## config.mk

```make
export PLATFORM = sky130hd
export DESIGN_NAME = hw_encrypt
export DESIGN_NICKNAME = d
export VERILOG_FILES = /design/src/rtl/hw_cipher_pkg.sv /design/src/rtl/sbox.sv /design/src/rtl/hw_encrypt.sv
export SDC_FILE = /design/constraint.sdc
export NUM_CORES = 1
export LEC_CHECK = 0
export CAP_MARGIN = 25
export CORE_MARGIN = 2
export CORE_UTILIZATION = 50
export CTS_CLUSTER_SIZE = 28
export DETAILED_ROUTE_END_ITERATION = 8
export GPL_TIMING_DRIVEN = 0
export PLACE_DENSITY = 0.67
export SYNTH_ARGS = -nofsm -noshare
export SYNTH_HDL_FRONTEND = slang
export SYNTH_SLANG_ARGS = --single-unit
```

## constraint.sdc

```tcl
create_clock -name clk -period 7.5 [get_ports clk]
set_input_delay 1.5 -clock clk [delete_from_list [all_inputs] [get_ports clk]]
set_output_delay 1.5 -clock clk [all_outputs]
set_load 0.01 [all_outputs]
```

## src/rtl/hw_cipher_pkg.sv

```systemverilog
// hw_cipher_pkg
// Shared definitions for the hw_encrypt / hw_decrypt cipher pair:
//   - FSM state type and state codes
//   - round count, key pre-expansion step count and round constants
//   - 4-bit substitution table (inverse direction, as used by invsbox)
//   - swap16w, forward key schedule f and inverse key schedule finv
package hw_cipher_pkg;

    localparam int ROUNDS       = 12;
    localparam int KEYEXP_STEPS = 11;

    typedef logic [2:0] state_t;

    localparam state_t ST_IDLE   = 3'd0;
    localparam state_t ST_LOAD   = 3'd1;
    localparam state_t ST_KEYEXP = 3'd2;
    localparam state_t ST_ROUND  = 3'd3;
    localparam state_t ST_DONE   = 3'd4;

    // Nibble n of this constant is invsbox(n). The forward S-box is derived
    // from it so the two directions can never drift apart.
    localparam logic [63:0] INV_SBOX4 = 64'hA970_364B_D21C_8FE5;

    function automatic logic [6:0] round_const(input logic [3:0] i);
        logic [6:0] c;
        case (i)
            4'd0:    c = 7'h5A;
            4'd1:    c = 7'h34;
            4'd2:    c = 7'h73;
            4'd3:    c = 7'h66;
            4'd4:    c = 7'h57;
            4'd5:    c = 7'h35;
            4'd6:    c = 7'h71;
            4'd7:    c = 7'h62;
            4'd8:    c = 7'h5F;
            4'd9:    c = 7'h25;
            4'd10:   c = 7'h51;
            4'd11:   c = 7'h22;
            default: c = 7'h00;
        endcase
        return c;
    endfunction

    // Swaps the 16-bit halves inside each 32-bit word; it is its own inverse.
    function automatic logic [63:0] swap16w(input logic [63:0] x);
        return {x[47:32], x[63:48], x[15:0], x[31:16]};
    endfunction

    // Forward key schedule on rk = {H, L}.
    function automatic logic [127:0] f(input logic [127:0] rk);
        logic [63:0] h;
        logic [63:0] l;
        h = rk[127:64];
        l = rk[63:0];
        return {h ^ l, swap16w(h)};
    endfunction

    // Inverse key schedule: finv(f(k)) == k.
    function automatic logic [127:0] finv(input logic [127:0] rk);
        logic [63:0] s;
        s = swap16w(rk[63:0]);
        return {s, rk[127:64] ^ s};
    endfunction

endpackage

```

## src/rtl/sbox.sv

```systemverilog
// sbox
// Combinational 32-bit forward S-box: each of the eight nibbles is
// substituted independently. The 4-bit table is the inverse of the one held
// in INV_SBOX4, so sbox and invsbox undo each other exactly.
// Ports:
//   din   in  32  word to substitute
//   dout  out 32  substituted word
module sbox
    import hw_cipher_pkg::*;
(
    input  logic [31:0] din,
    output logic [31:0] dout
);

    // Search the inverse table for the entry that maps back to x.
    function automatic logic [3:0] fwd_nib(input logic [3:0] x);
        logic [3:0] r;
        r = 4'h0;
        for (int v = 0; v < 16; v++) begin
            if (INV_SBOX4[v*4 +: 4] == x) begin
                r = 4'(v);
            end
        end
        return r;
    endfunction

    for (genvar n = 0; n < 8; n++) begin : g_nib
        assign dout[n*4 +: 4] = fwd_nib(din[n*4 +: 4]);
    end

endmodule

```

## src/rtl/hw_encrypt.sv

```systemverilog
// hw_encrypt
// Memory-mapped 128-bit block-cipher encryption engine. The host writes four
// plaintext words and four key words (LSW first) to address 0, waits while
// waitrequest is high (11 key pre-expansion steps + 12 rounds), then reads
// four ciphertext words (LSW first) from address 0.
// Optional feature macro: HW_ENCRYPT_STATUS_EN
//   defined   : address 1 is a status register {29'b0, done, busy, loading},
//               readable in any state without stalling; writes to it ignored
//   undefined : address is ignored, every access goes to the data port
// Ports:
//   clk          in  1   clock, rising edge
//   reset        in  1   synchronous, active-high
//   address      in  1   0 = data port, 1 = status
//   write        in  1   write strobe
//   writedata    in  32  plaintext / key word
//   read         in  1   read strobe
//   readdata     out 32  registered read data
//   waitrequest  out 1   high while busy computing
module hw_encrypt
    import hw_cipher_pkg::*;
(
    input  logic        clk,
    input  logic        reset,
    input  logic        address,
    input  logic        write,
    input  logic [31:0] writedata,
    input  logic        read,
    output logic [31:0] readdata,
    output logic        waitrequest
);

    localparam logic [3:0] KEYEXP_LAST = 4'(KEYEXP_STEPS - 1);
    localparam logic [3:0] ROUND_LAST  = 4'(ROUNDS - 1);

    state_t         state;
    logic [127:0]   text;
    logic [127:0]   key;
    logic [127:0]   rk;
    logic [2:0]     idx;
    logic [3:0]     cnt;

    logic           busy;
    logic           data_sel;
    logic           status_sel;
    logic           wr_data;
    logic           rd_data;

    logic [63:0]    l1;
    logic [63:0]    r1;
    logic [63:0]    y;
    logic [63:0]    x;
    logic [63:0]    s;
    logic [127:0]   text_round;

`ifdef HW_ENCRYPT_STATUS_EN
    logic [31:0]    status_word;

    assign data_sel    = ~address;
    assign status_sel  = address;
    assign status_word = {29'b0, state == ST_DONE, busy, state == ST_LOAD};
`else
    logic           unused_address;

    assign unused_address = address;
    assign data_sel       = 1'b1;
    assign status_sel     = 1'b0;
`endif

    assign busy = (state == ST_KEYEXP) || (state == ST_ROUND);

    // Status accesses must never stall, so they are exempt from waitrequest.
    assign waitrequest = busy & ~status_sel;

    // A simultaneous write takes precedence, so a read only counts on its own.
    assign wr_data = write & ~waitrequest & data_sel;
    assign rd_data = read & ~write & ~waitrequest & data_sel;

    // One encryption round on the current text and round key.
    assign l1 = text[127:64] ^ rk[127:64];
    assign r1 = text[63:0] ^ rk[63:0] ^ {43'b0, round_const(cnt), 14'b0};
    assign y  = swap16w(r1);
    assign x  = {y[42:0], y[63:43]};

    sbox u_sbox_hi (
        .din  (l1[63:32]),
        .dout (s[63:32])
    );

    sbox u_sbox_lo (
        .din  (l1[31:0]),
        .dout (s[31:0])
    );

    assign text_round = {x ^ s, s};

    // Main sequencer: word loading, key pre-expansion, rounds and read-out.
    always_ff @(posedge clk) begin
        if (reset) begin
            state <= ST_IDLE;
            text  <= '0;
            key   <= '0;
            rk    <= '0;
            idx   <= '0;
            cnt   <= '0;
        end else begin
            case (state)
                ST_IDLE: begin
                    if (wr_data) begin
                        text[31:0] <= writedata;
                        idx        <= 3'd1;
                        state      <= ST_LOAD;
                    end
                end
                ST_LOAD: begin
                    if (wr_data) begin
                        if (!idx[2]) begin
                            text[{idx[1:0], 5'b00000} +: 32] <= writedata;
                        end else begin
                            key[{idx[1:0], 5'b00000} +: 32] <= writedata;
                        end
                        if (idx == 3'd7) begin
                            // The last key word is still in flight, so build rk from it directly.
                            rk    <= {writedata, key[95:0]};
                            cnt   <= '0;
                            idx   <= '0;
                            state <= ST_KEYEXP;
                        end else begin
                            idx <= idx + 3'd1;
                        end
                    end
                end
                ST_KEYEXP: begin
                    rk <= f(rk);
                    if (cnt == KEYEXP_LAST) begin
                        cnt   <= '0;
                        state <= ST_ROUND;
                    end else begin
                        cnt <= cnt + 4'd1;
                    end
                end
                ST_ROUND: begin
                    text <= text_round;
                    rk   <= finv(rk);
                    if (cnt == ROUND_LAST) begin
                        cnt   <= '0;
                        idx   <= '0;
                        state <= ST_DONE;
                    end else begin
                        cnt <= cnt + 4'd1;
                    end
                end
                ST_DONE: begin
                    if (wr_data) begin
                        text[31:0] <= writedata;
                        idx        <= 3'd1;
                        state      <= ST_LOAD;
                    end else if (rd_data) begin
                        if (idx == 3'd3) begin
                            idx   <= '0;
                            state <= ST_IDLE;
                        end else begin
                            idx <= idx + 3'd1;
                        end
                    end
                end
                default: begin
                    state <= ST_IDLE;
                end
            endcase
        end
    end

    // Read data register: only an accepted read updates it; anything that is
    // not a ciphertext or status read returns zero.
    always_ff @(posedge clk) begin
        if (reset) begin
            readdata <= '0;
        end else if (read && !waitrequest) begin
            if (write) begin
                readdata <= '0;
            end else if (rd_data && (state == ST_DONE)) begin
                readdata <= text[{idx[1:0], 5'b00000} +: 32];
`ifdef HW_ENCRYPT_STATUS_EN
            end else if (status_sel) begin
                readdata <= status_word;
`endif
            end else begin
                readdata <= '0;
            end
        end
    end

endmodule
```

# Word level (Yosys, flattened, before mapping)
# Memories as Yosys holds them, arrays and structs flattened. A register that Yosys moved wholly into a read port is not among the register bits.
# Index checks and enable logic that the tools add are counted.
# classes
n_eq_ne,241
n_reduce_logical,32
shift,3
bitwise,11
mux,275
addsub,3
# ops
operator,n
4-bit 2-to-1 mux,134
4-bit == test (first input constant),128
128-bit 2-to-1 mux,4
128-bit one-hot mux with 3 select lines,1
64-bit XOR,5
128-bit bitwise mux,2
3-bit 2-to-1 mux,78
3-bit by 4-bit == test with 1-bit output (first input constant),48
96-bit one-hot mux with 2 select lines,1
2-bit by 4-bit == test with 1-bit output (first input constant),32
32-bit by 9-bit variable shift with 128-bit output (first input constant),1
128-bit by 8-bit variable part select with 32-bit output,1
32-bit by 9-bit variable part select with 128-bit output,1
32-bit 2-to-1 mux,3
32-bit one-hot mux with 3 select lines,1
1-bit by 4-bit == test with 1-bit output (first input constant),16
4-bit logical NOT,16
2-bit 2-to-1 mux,32
64-bit by 21-bit XOR with 64-bit output,1
1-bit 2-to-1 mux,16
3-bit one-hot mux with 5 select lines,1
3-bit one-hot mux with 4 select lines,1
4-bit one-hot mux with 3 select lines,1
3-bit by 2-bit == test with 1-bit output (second input constant),3
23 further kinds,38
# word_totals
reg_bits,426
output_inout_bits,33
in_bits,37
mem_bits_ro,112
wordCells,574
memories,1
# memory_table
memory,depth,width,rd,rd_ports_with_merged_regs,wr,line,text
(no name shown),16,7,1,1,0,hw_cipher_pkg.sv:26,case (i)

# Depth between registers and ports, before layout
# Gate-level depths: netlist of the first run.
# logic_depth
depth_word,19
depth_mapped,11
ltp_nobuf,9

# By module
# A second synthesis of the first run with hierarchy kept.
# unflattened
cells_unflattened,2678
area_unflattened_um2,22892.0
# modules_own_cells
mod,n_inst,seq_area_each_um2,cells_each,area_per_inst_um2
hw_encrypt,1,8027.7,2376,20862.5
sbox at u_sbox_hi,1,0.0,151,1024.7
sbox at u_sbox_lo,1,0.0,151,1004.7

# Worst setup path after synthesis of the first run
# Ideal clock, no wire load.
# synth_timing
kind,in2reg
start,in write
end,reg (tool-made name)
path_slack_ns,4.408
setup_ns,0.092
n_path_buf,2
path_stages,9
t_arrival_ns,2.999
path_cell_list,buf_2 > a31oi_1 > or2_2 > clkbuf_1 > nand2_1 > a21oi_2 > inv_1 > ha_1 > o32ai_1
# synth_lines
item,line,text
"start, declared",hw_encrypt.sv:25,"input logic write,"

# Worst setup path in the final report of the first run
# layout_timing
start,reg idx[1]
end,reg text[81]
# layout_between
elab_chain_cells,6
# layout_rtl
item,line,text
"start, declared",hw_encrypt.sv:39,logic [2:0] idx;
"start signal, assigned",hw_encrypt.sv:128,idx <= idx + 3'd1;
"start signal, assigned",hw_encrypt.sv:162,idx <= idx + 3'd1;
7-bit negator with 9-bit output *,hw_encrypt.sv:117,"text[{idx[1:0], 5'b00000} +: 32] <= writedata;"
32-bit by 9-bit variable part select with 128-bit output or 32-bit by 9-bit variable shift with 128-bit output (tied branches),hw_encrypt.sv:117,
128-bit bitwise mux *,hw_encrypt.sv:117,
128-bit 2-to-1 mux *,hw_encrypt.sv:116,if (!idx[2]) begin
128-bit 2-to-1 mux *,hw_encrypt.sv:115,if (wr_data) begin
96-bit one-hot mux with 2 select lines *,hw_encrypt.sv:106,case (state)
"end signal, assigned by index",hw_encrypt.sv:117,
"end signal, assigned",hw_encrypt.sv:142,text <= text_round;
"end, declared",hw_encrypt.sv:36,logic [127:0] text;
# Mark *: on every way between the ends. The rest lies on a longest branch, timed or not. The select of a mux whose other input is x is not followed.
# A chain may end at the register's enable or synchronous reset.

==> impl_results.md, run 1 <==
* GRT overflow at 0
* Share of power burned in registers at 39.5%
* Run status: complete, no violations
* Synth-to-Final Area Change at 12.1%
* Post-CTS Setup Bufs at 0
* Clk slew on worst S/H paths at 0.06 ns
* R2R setup slack at 3.30 ns
* CORE AREA at 46,400 µm²
* Fin crit share at 56.0%
* Crit path top cell by count: clkbuf_1
* CTS tree: built
* Clock power share at 40.7%
* # DRC at 0
* DR pass1 iterations at 7
* Syn_nets at 2,876
* Area contributors post-synth: dfxtp_1, xnor2_1, nor2_1
* Post-route core utilization at 56.7%
* Synth warn at 0
* DR vias/cell at 6.92
* CTS Sinks at 401
* Synth area leader: dfxtp_1
* CP required at 8.02 ns
* Root Driver: clkbuf_16
* Multi-input gate area at 13,900 µm²
* Maximum vdd drop at 0.198 mV
* IO Count at 70
* Slowest cell on the critical path: nor3b_2
* Count leader, synth: nor2_1
* Worst EP arrival at 4.72 ns
* Relative slew margins at 21.6%
* Routed WL per cell at 31.8 µm
* Max H-tree Level at 2
* Initial antenna violation count at 9
* Crit path max fanout at 10
* Die ar. at 48,600 µm²
* Sw Share at 32.4%
* Fillers at 4,287
* GPL Wtd Cong at 1.04
* Layout Nets at 2,966
* # resized after CTS at 0
* CP peak stage delay at 0.65 ns
* Comb pwr share at 19.8%
* Number of synthesized flops with an enable pin at 0
* Unrepaired setup endpoints after global routing: false
* Post-synth ARST share at 0%
* Die height at 220 µm
* Pwr dens at 232 nW/µm²
* Syn_area_per_cell at 8.29 µm²
* Gr usage total at 45.7%
* Critical path origin: idx[1]$_SDFFE_PP0P_
* Ys flop type: dfxtp_1
* Least-Margin Pin Slew at 1.18 ns
* Clock Path Buffers at 3
* Final WL at 113,000 µm
* Critical path endpoint category: flop
* Rows at 79
* Count of pins over their slew limit at 0
* Largest net degree at the start of global routing at 14
* Hold buffers post-CTS at 0
* Leak at 8.69 nW
* Detailed Place HPWL at 87,700 µm
* Sequential area share after synthesis at 34.3%
* Hold Crit Class: reg2reg
* Clk_skew at 0.0191 ns
* Reg area at 8030 µm²
* Post-DRT Antenna Nets at 0
* Endpoints failing setup at 0
* Num CTS Buffers at 47
* Die boundary width at 220 µm
* Initial DRC count at 3,756
* Worst setup SP type: flop
* F_max at 0.238 GHz
* Number of global-route vias before repair at 21,814
* Final Hold Viols at 0
* Internal power at 4.12 mW
* FF-to-FF Start: idx[1]$_SDFFE_PP0P_
* Worst-Skew Late Latency at 0.61 ns
* IO buf count at 34
* First-pass GRT wire length at 158,000 µm
* Pwr Total at 6.10 mW
* Post-synthesis cell type count at 64
* Via count at 24,664
* Netlist Area Pre-Place at 23,400 µm²
* Max Cap Viol at 0
* Initial Util at 50.5%
* CP Class: reg2reg
* Synth top area share at 34.3%
* Setup TNS at 0 ns
* Psw at 1.98 mW
* Share of layout cells above drive strength 1 at 9.59%
* Top post-synthesis cells by count: nor2_1, dfxtp_1, xnor2_1, nor3_1, clkbuf_1
* Final min period at 4.20 ns
* Synth Instances at 2,827
* CP cell instances: clkbuf_1 -> clkbuf_1 -> inv_1 -> ha_1 -> nor3b_2 -> and3_1 -> clkbuf_1 -> buf_2 -> a221oi_1 -> nor3_1
* HP Start: key[61]$_SDFFE_PP0P_
* Number of synthesized register bits at 401
power groups by stage:
stage,Combinational [mW],Clock [mW],Sequential [mW]
3_5_place_dp,1.15,0,2.44
3_3_place_gp,1.13,0,2.43
2_1_floorplan,0.781,0,2.34
5_1_grt,1.26,2.55,2.40
6_report,1.21,2.48,2.41
4_1_cts,1.15,2.46,2.39
path summary, 6_finish.rpt:
path / end / cells after the start
min: key[61]$_SDFFE_PP0P_ / 2
max reg2reg: text[81]$_SDFFE_PP0P_ / 10
max: text[81]$_SDFFE_PP0P_ / 10
min reg2reg: key[61]$_SDFFE_PP0P_ / 2
area by class of cell:
| cell class | count | area share, % |
|---|---|---|
| Clock buffer | 70 | 5.50 |
| Inverter | 9 | 0.129 |
| Antenna cell | 4 | 0.0381 |
| Multi-Input combinational cell | 2090 | 53.0 |
| Buffer | 327 | 5.50 |
| Sequential cell | 401 | 30.6 |
| Clock inverter | 13 | 0.733 |
| Timing Repair Buffer | 41 | 1.65 |
| Tap cell | 607 | 2.89 |
flip-flops by register name (all words and copies together) (netlist names), named ones only:
signal / flops
state: 3
readdata: 32
cnt: 4
text: 128
idx: 3
key: 96
rk: 128
routing by layer:
metal | share of wire, % | track usage (%)
met1 | 37 | 59.8
met2 | 39 | 63.2
met3 | 16 | 16.5
met4 | 7.5 | 29.4
met5 | 0.070 | 0
critical path: cells and delay by family, from the launching register on:
kind / cells / cell delay, ns
adders and majority gates: 1 / 0.44
and+or+nand+nor: 3 / 1.16
buffers and inverters: 5 / 1.96
AOI/OAI and AO/OA: 1 / 0.16
DFF: 1 / 0.39
logic make-up (layout without fill, tap and decap cells):
| group | Yosys count | count (layout) | share of synthesized area (%) |
|---|---|---|---|
| simple gates | 945 | 945 | 18.6 |
| compound gates | 743 | 743 | 23.2 |
| flops | 401 | 401 | 34.3 |
| xor+xnor | 351 | 351 | 13.6 |
| buf+inv | 336 | 460 | 6.32 |
| mux | 39 | 39 | 3.38 |
| fa+ha+maj | 12 | 12 | 0.641 |
| other cells | 0 | 4 | 0 |
stage by stage:
| stage | cells | hold WS (ns) | area [µm²] | setup WS (ns) |
|---|---|---|---|---|
| 6_report | 3562 | 0.453 | 26300 | 3.30 |
| 4_1_cts | 3556 | 0.453 | 26200 | 3.29 |
| 3_5_place_dp | 3473 | 0.445 | 24600 | 3.17 |
| 2_1_floorplan | 2827 | 0.432 | 23400 | 4.41 |
| 3_3_place_gp | 3468 | 0.440 | 24500 | 3.17 |
| 5_1_grt | 3558 | 0.467 | 26300 | 3.25 |
cell usage in the layout (no fill, tap or decap), drive strengths merged, types with 3 or more instances in the layout:
| cell type | Yosys | routed |
|---|---|---|
| nor4 | 20 | 20 |
| nand3 | 86 | 86 |
| and3 | 7 | 7 |
| a211o | 7 | 7 |
| nor4b | 3 | 3 |
| nor2 | 442 | 442 |
| o32ai | 3 | 3 |
| clkbuf | 196 | 266 |
| nand2 | 87 | 87 |
| and2 | 6 | 6 |
| nand2b | 4 | 4 |
| o22ai | 12 | 12 |
| clkdlybuf4s50 | 0 | 34 |
| nor3b | 68 | 68 |
| mux2i | 6 | 6 |
| inv | 9 | 9 |
| bufinv | 0 | 5 |
| a221o | 64 | 64 |
| buf | 131 | 138 |
| o211ai | 8 | 8 |
| ha | 12 | 12 |
| or3 | 3 | 3 |
| a21oi | 107 | 107 |
| mux4 | 32 | 32 |
| a32oi | 4 | 4 |
| dfxtp | 401 | 401 |
| o21ai | 112 | 112 |
| a21o | 4 | 4 |
| a31oi | 4 | 4 |
| a211oi | 172 | 172 |
| xnor2 | 275 | 275 |
| diode | 0 | 4 |
| xor2 | 76 | 76 |
| a22oi | 129 | 129 |
| a221oi | 109 | 109 |
| clkinv | 0 | 7 |
| nor3 | 210 | 210 |
(Power assumes the default switching activity.)
==> run 2, diff against run 1 <==
--- a/config.mk
+++ b/config.mk
@@ -11,7 +11,7 @@
 export CTS_CLUSTER_SIZE = 28
 export DETAILED_ROUTE_END_ITERATION = 8
 export GPL_TIMING_DRIVEN = 0
-export PLACE_DENSITY = 0.67
+export PLACE_DENSITY = 0.7
 export SYNTH_ARGS = -nofsm -noshare
 export SYNTH_HDL_FRONTEND = slang
 export SYNTH_SLANG_ARGS = --single-unit
==> constraint.sdc (replaced) <==
create_clock -name clk -period 3.81 [get_ports clk]
set_input_delay 0.762 -clock clk [delete_from_list [all_inputs] [get_ports clk]]
set_output_delay 0.762 -clock clk [all_outputs]
set_load 0.01 [all_outputs]
==> run 2 against run 1 <==
  * Cell area down 0.71%
  * Hold slack improved by 0.00076 ns
  * Die area unchanged
  * Critical path type unchanged
  * Power increased by 92%
  * Clock skew is 0.0017 ns lower
  * Non-clock buffer count is 3 lower
==> impl_results.md, run 2 (synthesis gave the netlist of run 1 again) <==
* Run status: complete, no violations (unchanged)
* Crit path depth at 10 (unchanged)
* Final min period at 3.75 ns (was 4.20 ns)
* Layout Nets at 2,962 (was 2,966)
* Leak at 8.59 nW (was 8.69 nW)
* CP peak stage delay at 0.62 ns (was 0.65 ns)
* Via count at 24,626 (was 24,664)
* # DRC at 0 (unchanged)
* Endpoints failing setup at 0 (unchanged)
* Die boundary width at 220 µm (unchanged)
* GPL Wtd Cong at 1.09 (was 1.04)
* Unrepaired setup endpoints after global routing: false (unchanged)
* Slowest cell on the critical path: nor3b_2 (unchanged)
* Fin crit share at 98.5% (was 56.0%)
* Most frequent cells in the layout: nor2_1, dfxtp_1, xnor2_1 (unchanged)
* Initial antenna violation count at 8 (was 9)
* Hold Crit Class: reg2reg (unchanged)
* CP Class: reg2reg (unchanged)
* Critical path endpoint category: flop (unchanged)
* Routed WL per cell at 32.0 µm (was 31.8 µm)
* IO Count at 70 (unchanged)
* Max H-tree Level at 2 (unchanged)
* First-pass GRT wire length at 159,000 µm (was 158,000 µm)
* DR vias/cell at 6.93 (was 6.92)
* Pwr dens at 449 nW/µm² (was 232 nW/µm²)
* Die height at 220 µm (unchanged)
* Clk slew on worst S/H paths at 0.06 ns (about the same)
* Post-DRT Antenna Nets at 0 (unchanged)
* Hold path cells at 2 (unchanged)
* Buf/Inv on CP at 5 (unchanged)
* Final Hold Viols at 0 (unchanged)
* GRT met1 Usage at 60.2% (was 59.8%)
* Initial Util at 50.5% (unchanged)
* F_max at 0.266 GHz (was 0.238 GHz)
* Worst setup SP type: flop (unchanged)
* Num CTS Buffers at 46 (was 47)
* Relative slew margins at 22.9% (was 21.6%)
* Rows at 79 (unchanged)
* Least-Margin Pin Slew at 1.16 ns (was 1.18 ns)
* Clock Path Buffers at 3 (unchanged)
* Root Driver: clkbuf_16 (unchanged)
* Share of layout cells above drive strength 1 at 9.35% (was 9.59%)
* CORE AREA at 46,400 µm² (unchanged)
* Count of pins over their slew limit at 0 (unchanged)
* GRT overflow at 0 (unchanged)
* IO buf count at 34 (unchanged)
* Gr usage total at 46.1% (was 45.7%)
* Crit path max fanout at 10 (unchanged)
* Pwr Total at 11.7 mW (was 6.10 mW)
* DR pass1 iterations at 8 (was 7)
* Hold buffers post-CTS at 0 (unchanged)
* Critical path's top delay family: buffers and inverters (unchanged)
* Hold Slack at 0.454 ns (was 0.453 ns)
* Worst-Skew Late Latency at 0.61 ns (about the same)
* Final WL at 114,000 µm (was 113,000 µm)
* Grt met2 use at 65.7% (was 63.2%)
* Crit path top cell by count: buf_2 (was clkbuf_1)
* CTS tree: built (unchanged)
* CP required at 4.34 ns (was 8.02 ns)
* Max Cap Viol at 0 (unchanged)
* Die ar. at 48,600 µm² (unchanged)
* Maximum vdd drop at 0.391 mV (was 0.198 mV)
* CP cell instances: clkbuf_1 -> clkbuf_2 -> inv_1 -> ha_1 -> nor3b_2 -> and3_1 -> buf_2 -> buf_2 -> a221oi_1 -> nor3_1 (was clkbuf_1 -> clkbuf_1 -> inv_1 -> ha_1 -> nor3b_2 -> and3_1 -> clkbuf_1 -> buf_2 -> a221oi_1 -> nor3_1)
* Most Crowded Layer GR: met2 (unchanged)
* Path depth of the worst reg2reg path at 10 (unchanged)
* Worst EP arrival at 4.28 ns (was 4.72 ns)
* Initial DRC count at 3,951 (was 3,756)
* Detailed Place HPWL at 87,700 µm (about the same)
* Synth-to-Final Area Change at 11.3% (was 12.1%)
* CTS Sinks at 401 (unchanged)
* Clk_skew at 0.0174 ns (was 0.0191 ns)
* Regs by FF count: rk: 128 flops, text: 128 flops, key: 96 flops (unchanged)
* Largest net degree at the start of global routing at 15 (was 14)
* Number of global-route vias before repair at 22,103 (was 21,814)
* Met3 usage at 16.9% (was 16.5%)
* Commonest non-fill, non-tap cell in the layout: nor2_1 (unchanged)
run 2: worst paths after layout:
| check | from | end | slack [ns] |
|---|---|---|---|
| worst max-delay path | idx[1]$_SDFFE_PP0P_ | text[54]$_SDFFE_PP0P_ | 0.06 |
| worst min-delay path | key[38]$_SDFFE_PP0P_ | key[38]$_SDFFE_PP0P_ | 0.45 |
| worst max register to register | idx[1]$_SDFFE_PP0P_ | text[54]$_SDFFE_PP0P_ | 0.06 |
| worst min register to register | key[38]$_SDFFE_PP0P_ | key[38]$_SDFFE_PP0P_ | 0.45 |
run 2: power by group:
part	switching (mW)	internal, mW
sequential	0.368	4.36
combinational	1.58	0.808
clock	1.95	2.63
run 2: per-stage QoR:
step | util, % | setup TNS [ns] | worst slack (ns) | instances | area, µm²
final | 56.3 | 0 | 0.0562 | 3553 | 26100
after global routing | 56.3 | 0 | 0.0375 | 3549 | 26100
after CTS | 56.2 | 0 | 0.115 | 3545 | 26000
after detailed placement | 53.0 | -6.65 | -0.293 | 3469 | 24500
after global placement | 52.9 | -5.17 | -0.218 | 3468 | 24500
after floorplan | - | 0 | 1.28 | 2827 | 23400
run 2: final cells by class:
| cell class | count | area (µm²) |
|---|---|---|
| Sequential cell | 401 | 8030 |
| Fill cell | 4257 | 20300 |
| Multi-Input combinational cell | 2090 | 13900 |
| Clock inverter | 15 | 190 |
| Inverter | 9 | 33.8 |
| Clock buffer | 61 | 1290 |
| Antenna cell | 5 | 12.5 |
| Buffer | 327 | 1450 |
| Tap cell | 607 | 759 |
| Timing Repair Buffer | 38 | 393 |
run 2: worst register-to-register path, delay by kind of cell, from the launching register on:
family	cells	cell delay [ns]
flops	1	0.37
buf+inv	5	1.60
compound gates	1	0.16
simple gates	3	1.13
fa+ha+maj	1	0.42
run 2: timing repair:
action,4_1_cts,5_1_grt
setup endpoints to repair,31,43
buffers inserted,0,1
gates resized for setup,2,4
cloned,0,0
run 2: layer usage:
| layer | vias to the layer above | wire length, µm |
|---|---|---|
| li1 | 10446 | - |
| met1 | 11771 | 42800 |
| met2 | 1930 | 45600 |
| met3 | 469 | 17400 |
| met4 | 10 | 7890 |
| met5 | - | 139 |
